$ cat src/rtl/par2ser_link_if.sv
// Parallel-to-serial link bundle: upstream nibble handshake plus the two-wire serial output.
interface par2ser_link_if;
   logic       en;
   logic [3:0] data;
   logic       ask_for_data;
   logic       scl;
   logic       sda;
   logic       busy;

   modport master (
      input  en, data,
      output ask_for_data, scl, sda, busy
   );

   modport slave (
      output en, data,
      input  ask_for_data, scl, sda, busy
   );
endinterface

$ cat src/rtl/par2ser_link.sv
// Requests a nibble upstream, waits LAT_CYCLES, then sends it MSB first framed by start/stop conditions.
// Optional feature: define PAR2SER_PARITY_EN to append an even-parity bit after the data bits.
module par2ser_link #(
   parameter int unsigned LAT_CYCLES = 2
) (
   input  logic           sclk,
   input  logic           rst,
   par2ser_link_if.master bus
);

`ifdef PAR2SER_PARITY_EN
   localparam int unsigned NBITS = 5;
`else
   localparam int unsigned NBITS = 4;
`endif

   typedef enum logic [3:0] {
      IDLE, REQ, WAIT, LOAD, START, BIT_LO, BIT_HI, STOP_LO, STOP_HI, STOP
   } state_t;

   state_t           state_q;
   logic [NBITS-1:0] shreg_q;
   logic [2:0]       idx_q;
   logic [2:0]       cnt_q;
   logic             scl_q;
   logic             sda_q;
   logic             ask_q;
   logic             busy_q;

   logic [NBITS-1:0] load_d;
   logic             last_bit_d;

   // Parity rides along as the LSB of the shift register so it falls out after the data bits.
`ifdef PAR2SER_PARITY_EN
   assign load_d = {bus.data, ^bus.data};
`else
   assign load_d = bus.data;
`endif
   assign last_bit_d = (idx_q == 3'(NBITS - 1));

   // Outputs are assigned together with the state they belong to, so they are valid during that state.
   always_ff @(posedge sclk) begin
      if (rst) begin
         state_q <= IDLE;
         shreg_q <= '0;
         idx_q   <= '0;
         cnt_q   <= '0;
         scl_q   <= 1'b1;
         sda_q   <= 1'b1;
         ask_q   <= 1'b0;
         busy_q  <= 1'b0;
      end else begin
         ask_q <= 1'b0;
         case (state_q)
            IDLE: begin
               if (bus.en) begin
                  state_q <= REQ;
                  ask_q   <= 1'b1;
                  busy_q  <= 1'b1;
               end
            end
            REQ: begin
               state_q <= WAIT;
               cnt_q   <= 3'(LAT_CYCLES);
            end
            WAIT: begin
               cnt_q <= cnt_q - 3'd1;
               if (cnt_q == 3'd1) state_q <= LOAD;
            end
            LOAD: begin
               shreg_q <= load_d;
               idx_q   <= '0;
               sda_q   <= 1'b0;
               state_q <= START;
            end
            START: begin
               scl_q   <= 1'b0;
               sda_q   <= shreg_q[NBITS-1];
               state_q <= BIT_LO;
            end
            BIT_LO: begin
               scl_q   <= 1'b1;
               state_q <= BIT_HI;
            end
            BIT_HI: begin
               scl_q <= 1'b0;
               if (last_bit_d) begin
                  sda_q   <= 1'b0;
                  state_q <= STOP_LO;
               end else begin
                  shreg_q <= {shreg_q[NBITS-2:0], 1'b0};
                  idx_q   <= idx_q + 3'd1;
                  sda_q   <= shreg_q[NBITS-2];
                  state_q <= BIT_LO;
               end
            end
            STOP_LO: begin
               scl_q   <= 1'b1;
               state_q <= STOP_HI;
            end
            STOP_HI: begin
               sda_q   <= 1'b1;
               state_q <= STOP;
            end
            STOP: begin
               if (bus.en) begin
                  ask_q   <= 1'b1;
                  state_q <= REQ;
               end else begin
                  busy_q  <= 1'b0;
                  state_q <= IDLE;
               end
            end
            default: begin
               scl_q   <= 1'b1;
               sda_q   <= 1'b1;
               busy_q  <= 1'b0;
               state_q <= IDLE;
            end
         endcase
      end
   end

   assign bus.ask_for_data = ask_q;
   assign bus.scl          = scl_q;
   assign bus.sda          = sda_q;
   assign bus.busy         = busy_q;

endmodule

$ cat src/flat_wrapper.sv
// flat-port wrapper written by rule: the top's interface ports become plain ports
module par2ser_link_flat 
#(
   parameter int unsigned LAT_CYCLES = 2
)
  (sclk, rst, bus_en, bus_data, bus_ask_for_data, bus_scl, bus_sda, bus_busy);
  par2ser_link_if bus_i ();
  input  logic sclk;
  input  logic rst;
  input wire logic [$bits(bus_i.en)-1:0] bus_en;
  input wire logic [$bits(bus_i.data)-1:0] bus_data;
  output wire logic [$bits(bus_i.ask_for_data)-1:0] bus_ask_for_data;
  output wire logic [$bits(bus_i.scl)-1:0] bus_scl;
  output wire logic [$bits(bus_i.sda)-1:0] bus_sda;
  output wire logic [$bits(bus_i.busy)-1:0] bus_busy;
  assign bus_i.en = bus_en;
  assign bus_i.data = bus_data;
  assign bus_ask_for_data = bus_i.ask_for_data;
  assign bus_scl = bus_i.scl;
  assign bus_sda = bus_i.sda;
  assign bus_busy = bus_i.busy;
  par2ser_link #(.LAT_CYCLES(LAT_CYCLES)) u_core (.sclk(sclk), .rst(rst), .bus(bus_i));
endmodule
$ cat config.mk
export PLATFORM = sky130hd
export DESIGN_NAME = par2ser_link_flat
export DESIGN_NICKNAME = d
export VERILOG_FILES = /design/src/rtl/par2ser_link_if.sv /design/src/rtl/par2ser_link.sv /design/src/flat_wrapper.sv
export SDC_FILE = /design/constraint.sdc
export NUM_CORES = 1
export LEC_CHECK = 0
export CAP_MARGIN = 20
export CORE_MARGIN = 1
export CORE_UTILIZATION = 55
export DETAILED_ROUTE_END_ITERATION = 7
export PLACE_DENSITY_LB_ADDON = 0.2
export SETUP_SLACK_MARGIN = 0.1
export SYNTH_ARGS = -nofsm -noshare
export SYNTH_HDL_FRONTEND = slang
export SYNTH_SLANG_ARGS = --single-unit
$ cat constraint.sdc
create_clock -name sclk -period 4 [get_ports sclk]
set_input_delay 0.4 -clock sclk [delete_from_list [all_inputs] [get_ports sclk]]
set_output_delay 0.4 -clock sclk [all_outputs]
set_load 0.01 [all_outputs]
# --- After elaboration in Yosys (flattened, before gate mapping) ---
# Cells that the tools add are included.
classes:
  addsub: 2
  n_eq_ne: 15
  n_mux: 17
  bitwise: 2
  reduce_logical: 12
op_table:
  columns: ["op", "n"]
  rows:
  - ["$pmux 4 s10", 1]
  - ["$eq 4x3->1 const B", 4]
  - ["$mux 4", 3]
  - ["$pmux 3 s2", 2]
  - ["$reduce_or 6->1", 2]
  - ["$eq 4x2->1 const B", 2]
  - ["$eq 4x4->1 const B", 2]
  - ["$pmux 4 s2", 1]
  - ["$reduce_or 8->1", 1]
  - ["$ne 2x2->1 const B", 3]
  - ["$reduce_or 2->1", 3]
  - ["$mux 1", 5]
  - ["$eq 4x1->1 const B", 1]
  - ["$logic_not 4->1", 1]
  - ["$pmux 1 s4", 1]
  - ["$reduce_and 2->1", 2]
  - ["$reduce_bool 2->1", 2]
  - ["$add 3x1->3 const B", 1]
  - ["$eq 3x1->1 const B", 1]
  - ["$eq 3x2->1 const B", 1]
  - ["$mux 3", 1]
  - ["$pmux 1 s3", 1]
  - ["$reduce_and 3->1", 1]
  - ["$sub 3x1->3 const B", 1]
  - ["4 further kinds", 5]
totals:
  reg_bits: 18
  in_bits: 7
  out_inout_bits: 4

# --- Depth between registers and ports, before layout ---
logic_depth:
  depth_word: 4
  ltp_mapped: 7
  depth_no_buf: 6

# --- Worst setup path after synthesis ---
# OpenSTA, ideal clock, no wires.
synth_timing:
  path_type: "register to register"
  start: "reg u_core.idx_q[0]"
  end: "reg u_core.shreg_q[1]"
  setup_time_ns: 0.070
  arrival_time_ns: 1.528
  required_time_ns: 3.930
  setup_slack_ns: 2.402
  path_stages_with_launch: 8
  n_path_buf: 1
  period_less_slack_ns: 1.598
  path_cell_list: "dfxtp_1 -> ha_1 -> ha_1 -> or3b_1 -> a21oi_2 -> buf_4 -> o21ai_1 -> a21oi_1"
synth_via:
  elab_chain_cells: 3
synth_rtl:
  columns: ["item", "line", "source"]
  rows:
  - ["from (decl)", "par2ser_link.sv:23", "logic [2:0] idx_q;"]
  - ["from (signal assigned)", "par2ser_link.sv:92", "idx_q <= idx_q + 3'd1;"]
  - ["$eq 3x2->1", "par2ser_link.sv:39", "assign last_bit_d = (idx_q == 3'(NBITS - 1));"]
  - ["$ne 2x2->1 (no line)", null, null]
  - ["$reduce_and 2->1 (no line)", null, null]
  - ["to (signal assigned)", "par2ser_link.sv:71", "shreg_q <= load_d;"]
  - ["to (signal assigned)", "par2ser_link.sv:91", "shreg_q <= {shreg_q[NBITS-2:0], 1'b0};"]
  - ["to (decl)", "par2ser_link.sv:22", "logic [NBITS-1:0] shreg_q;"]
# Every way passes these cells.
# A chain may end at the register's enable or synchronous reset.

# --- Final worst setup path ---
layout_timing:
  start: "reg u_core.idx_q[0]"
  end: "reg u_core.idx_q[1]"
layout_via:
  elab_chain_cells: 3
  elab_cells_between_ends: 6
  classes_between: "add/sub (1); eq/ne (2); mux (2); reduce/logical (1)"
layout_rtl:
  columns: ["item", "line"]
  rows:
  - ["$add 3x1->3 / $eq 3x2->1 (equally long branches)", "par2ser_link.sv:92, par2ser_link.sv:39"]
  - ["$mux 3 / $ne 2x2->1 (equally long branches)", null]
  - ["$pmux 3 s2 / $reduce_and 2->1 (equally long branches)", null]
# Parallel ways exist; a longest one is shown, timed or not. The select of a mux whose other input is x is not followed.

==> impl_metrics.toml <==
[global_route]
grt_pass1_vias = 744
antenna_found_initial = 0
grt_overflow_total = 0
grt_usage = 0.229
grt_pass1_wl_mm = 3.19
grt_start_max_net_pins = 18

[logic_synthesis]
synthMuxAreaShare = 0.0440
synth-async-reset-ratio = 0
synth_compound_area_frac = 0.207
synth_edf_count = 0
synth_top_family_by_area = "simple AND/OR/NAND/NOR gates"
yosys.area_share.simple = 0.227
avgSynthCellArea_um2 = 8.23
netlist_area_um2 = 938
synth.area.top_cells = "dfxtp_1 (38%), ha_1 (5.3%), nor2_1 (4.4%)"
yosysTopAreaCell = "dfxtp_1"
synthDistinctLibCells = 38
synthAdderAreaFrac = 0.0533
ys_seq_area_frac = 0.384
syn_inst = 114
synthFlopType = "dfxtp_1"
synth_fp_nets = 125
ys_seq_elements = 18
synth_top_area_frac = 0.384
synth-warning-count = 0
synth-xor-area-share = 0.0187

[worst_hold_path]
holdPathStages = 2
hold_start = "u_core.idx_q[2]"
hp-class = "reg -> reg"

[floorplan]
io_pins = 11
die_x_um = 43.3
dieArea_um2 = 1880
std_cell_rows = 14
core_area_um2 = 1540
die_h_um = 43.3
start_util = 0.609

[sta]
tightest_slew_ps = 588
finalSetupTns_ps = 0
skew_ps = 3.06
slew_headroom = 0.607
whs_ps = 484
maxSlewViolCount = 0
fmax_mhz = 509
rsz0062_at_grt = "no"
final.min_clock_period_ps = 1960
hold_viol = 0
setup_viol = 0
fin_crit_sh = 0.491
layout_setup_ws_ps = 2040

[placement]
dp_slack_ps = 2080
place_congestion = 0.793
dpl.hpwl_mm = 1.24
placed_area_um2 = 1020
io_buffers = 10
dp_cells = 132

[finish]
num_antenna_cells = 0
area.sequential_um2 = 360
final_nets = 132
stdcell_area_um2 = 1060
final_core_util = 0.687
drive_above_1_share = 0.0500
syn2layout_area_growth_pct = 12.8
n_fill_cell = 120
multi_input_area_um2 = 515
final_cells = 136

[critical_path]
crit_arrival_ps = 2170
crit_fanout = 13
required_ps = 4200
r2r_cells = 6
crit_start = "u_core.idx_q[0]"
critPathKind = "reg -> reg"
cp-end-kind = "flop"
timing.rr.start = "u_core.idx_q[0]"
startpoint_type = "flop"

[power]
p_leak_nw = 0.388
powerDensity_nw_per_um2 = 364
power_frac_clock = 0.287
pwr-share-comb = 0.170
p_seq_frac = 0.542
power_mw = 0.385
irDropWorstVdd_mv = 0.290
sw_frac_of_total = 0.273
p_switching_mw = 0.105
internal-power_mw = 0.280

[routing]
drc = 0
drt_iter0_drc = 23
ant_nets = 0
post_drt_wl_per_cell_um = 13.7
first_pass_iters = 4
viasPerCell = 6.08
vias = 827
routed_wl_mm = 1.87

[cts]
cts_tree = "built"
cts_root_buffer = "clkbuf_4"
htreeDepth = 1
cts-hold-fix-buffers = 0
cts.sinks = 18
cts_max_path_buffers = 2
cts_setup_buffers = 0
cts_made_buffers = 3
clk_pin_slew_ps = 100
postCtsResizedCells = 0
clk_latency_ps = 300

[job]
cap_violations = 0

[status]
outcome = "finished, final reports clean"
## cell type report
cell class              instances  share of cell area
clock buffers                   4              0.0343
inverters                       7              0.0248
multi-input cells              81               0.487
flip-flops and latches         18               0.340
well taps                      16              0.0189
repair buffers                 10              0.0946
## cell usage in the layout, fill, tap and decap left out, drive strengths merged, types with 2 or more instances in the layout
cell	Yosys	final
and2	2	2
ha	4	4
nand2b	4	4
inv	7	7
nor3	3	3
nand3	5	5
o21ai	9	9
nor2	11	11
mux2i	3	3
a31oi	4	4
o31ai	2	2
clkbuf	5	4
clkdlybuf4s50	0	10
nand2	6	6
and4	2	2
a21oi	8	8
a211oi	2	2
dfxtp	18	18
## cell families (layout without fill, tap and decap cells)
logic type,Yosys count,in the layout
and+or+nand+nor,40,40
AOI/OAI and AO/OA,31,31
DFF,18,18
buffers and inverters,15,21
adders and majority gates,4,4
muxes,4,4
xor gates and xnor gates,2,2
## power groups by stage
stage / clock network (mW) / registers [mW] / logic, mW
2_1_floorplan: 0 / 0.203 / 0.0518
3_3_place_gp: 0 / 0.212 / 0.0631
3_5_place_dp: 0 / 0.212 / 0.0648
4_1_cts: 0.112 / 0.208 / 0.0652
5_1_grt: 0.123 / 0.212 / 0.0728
6_report: 0.111 / 0.209 / 0.0656
## cells in the mapped netlist, drive strengths merged, types with 2 or more instances
library cell,count
a211oi,2
nor2,11
clkbuf,5
nand2,6
nor3,3
nand3,5
a21oi,8
and4,2
a31oi,4
o31ai,2
nand2b,4
and2,2
mux2i,3
buf,3
inv,7
dfxtp,18
ha,4
o21ai,9
## metal layers
metal	share of wire	vias to the layer above	global-route usage
met5	0	-	0
met1	0.49	376	0.278
met4	0.011	0	0.0909
met3	0.050	2	0.0766
li1	-	421	-
met2	0.45	28	0.373
## path summary, 6_finish.rpt
path              slack (ps)               to
setup / recovery        2040  u_core.idx_q[1]
hold / removal           480  u_core.idx_q[2]
setup reg to reg        2040  u_core.idx_q[1]
hold reg to reg          480  u_core.idx_q[2]
## state kept, by name (all words and copies together) (netlist names)
register	flops
u_core.state_q	4
u_core.idx_q	3
u_core.bus.ask_for_data	1
u_core.bus.sda	1
u_core.bus.scl	1
u_core.shreg_q	4
u_core.bus.busy	1
u_core.cnt_q	3
## worst max-delay path: stages, from the launching register on
cell	delay, ps
dfxtp_1	340
ha_1	200
ha_1	200
or3b_1	370
a21oi_2	440
nor3b_1	100
a41o_1	220
(Power assumes the default switching activity.)
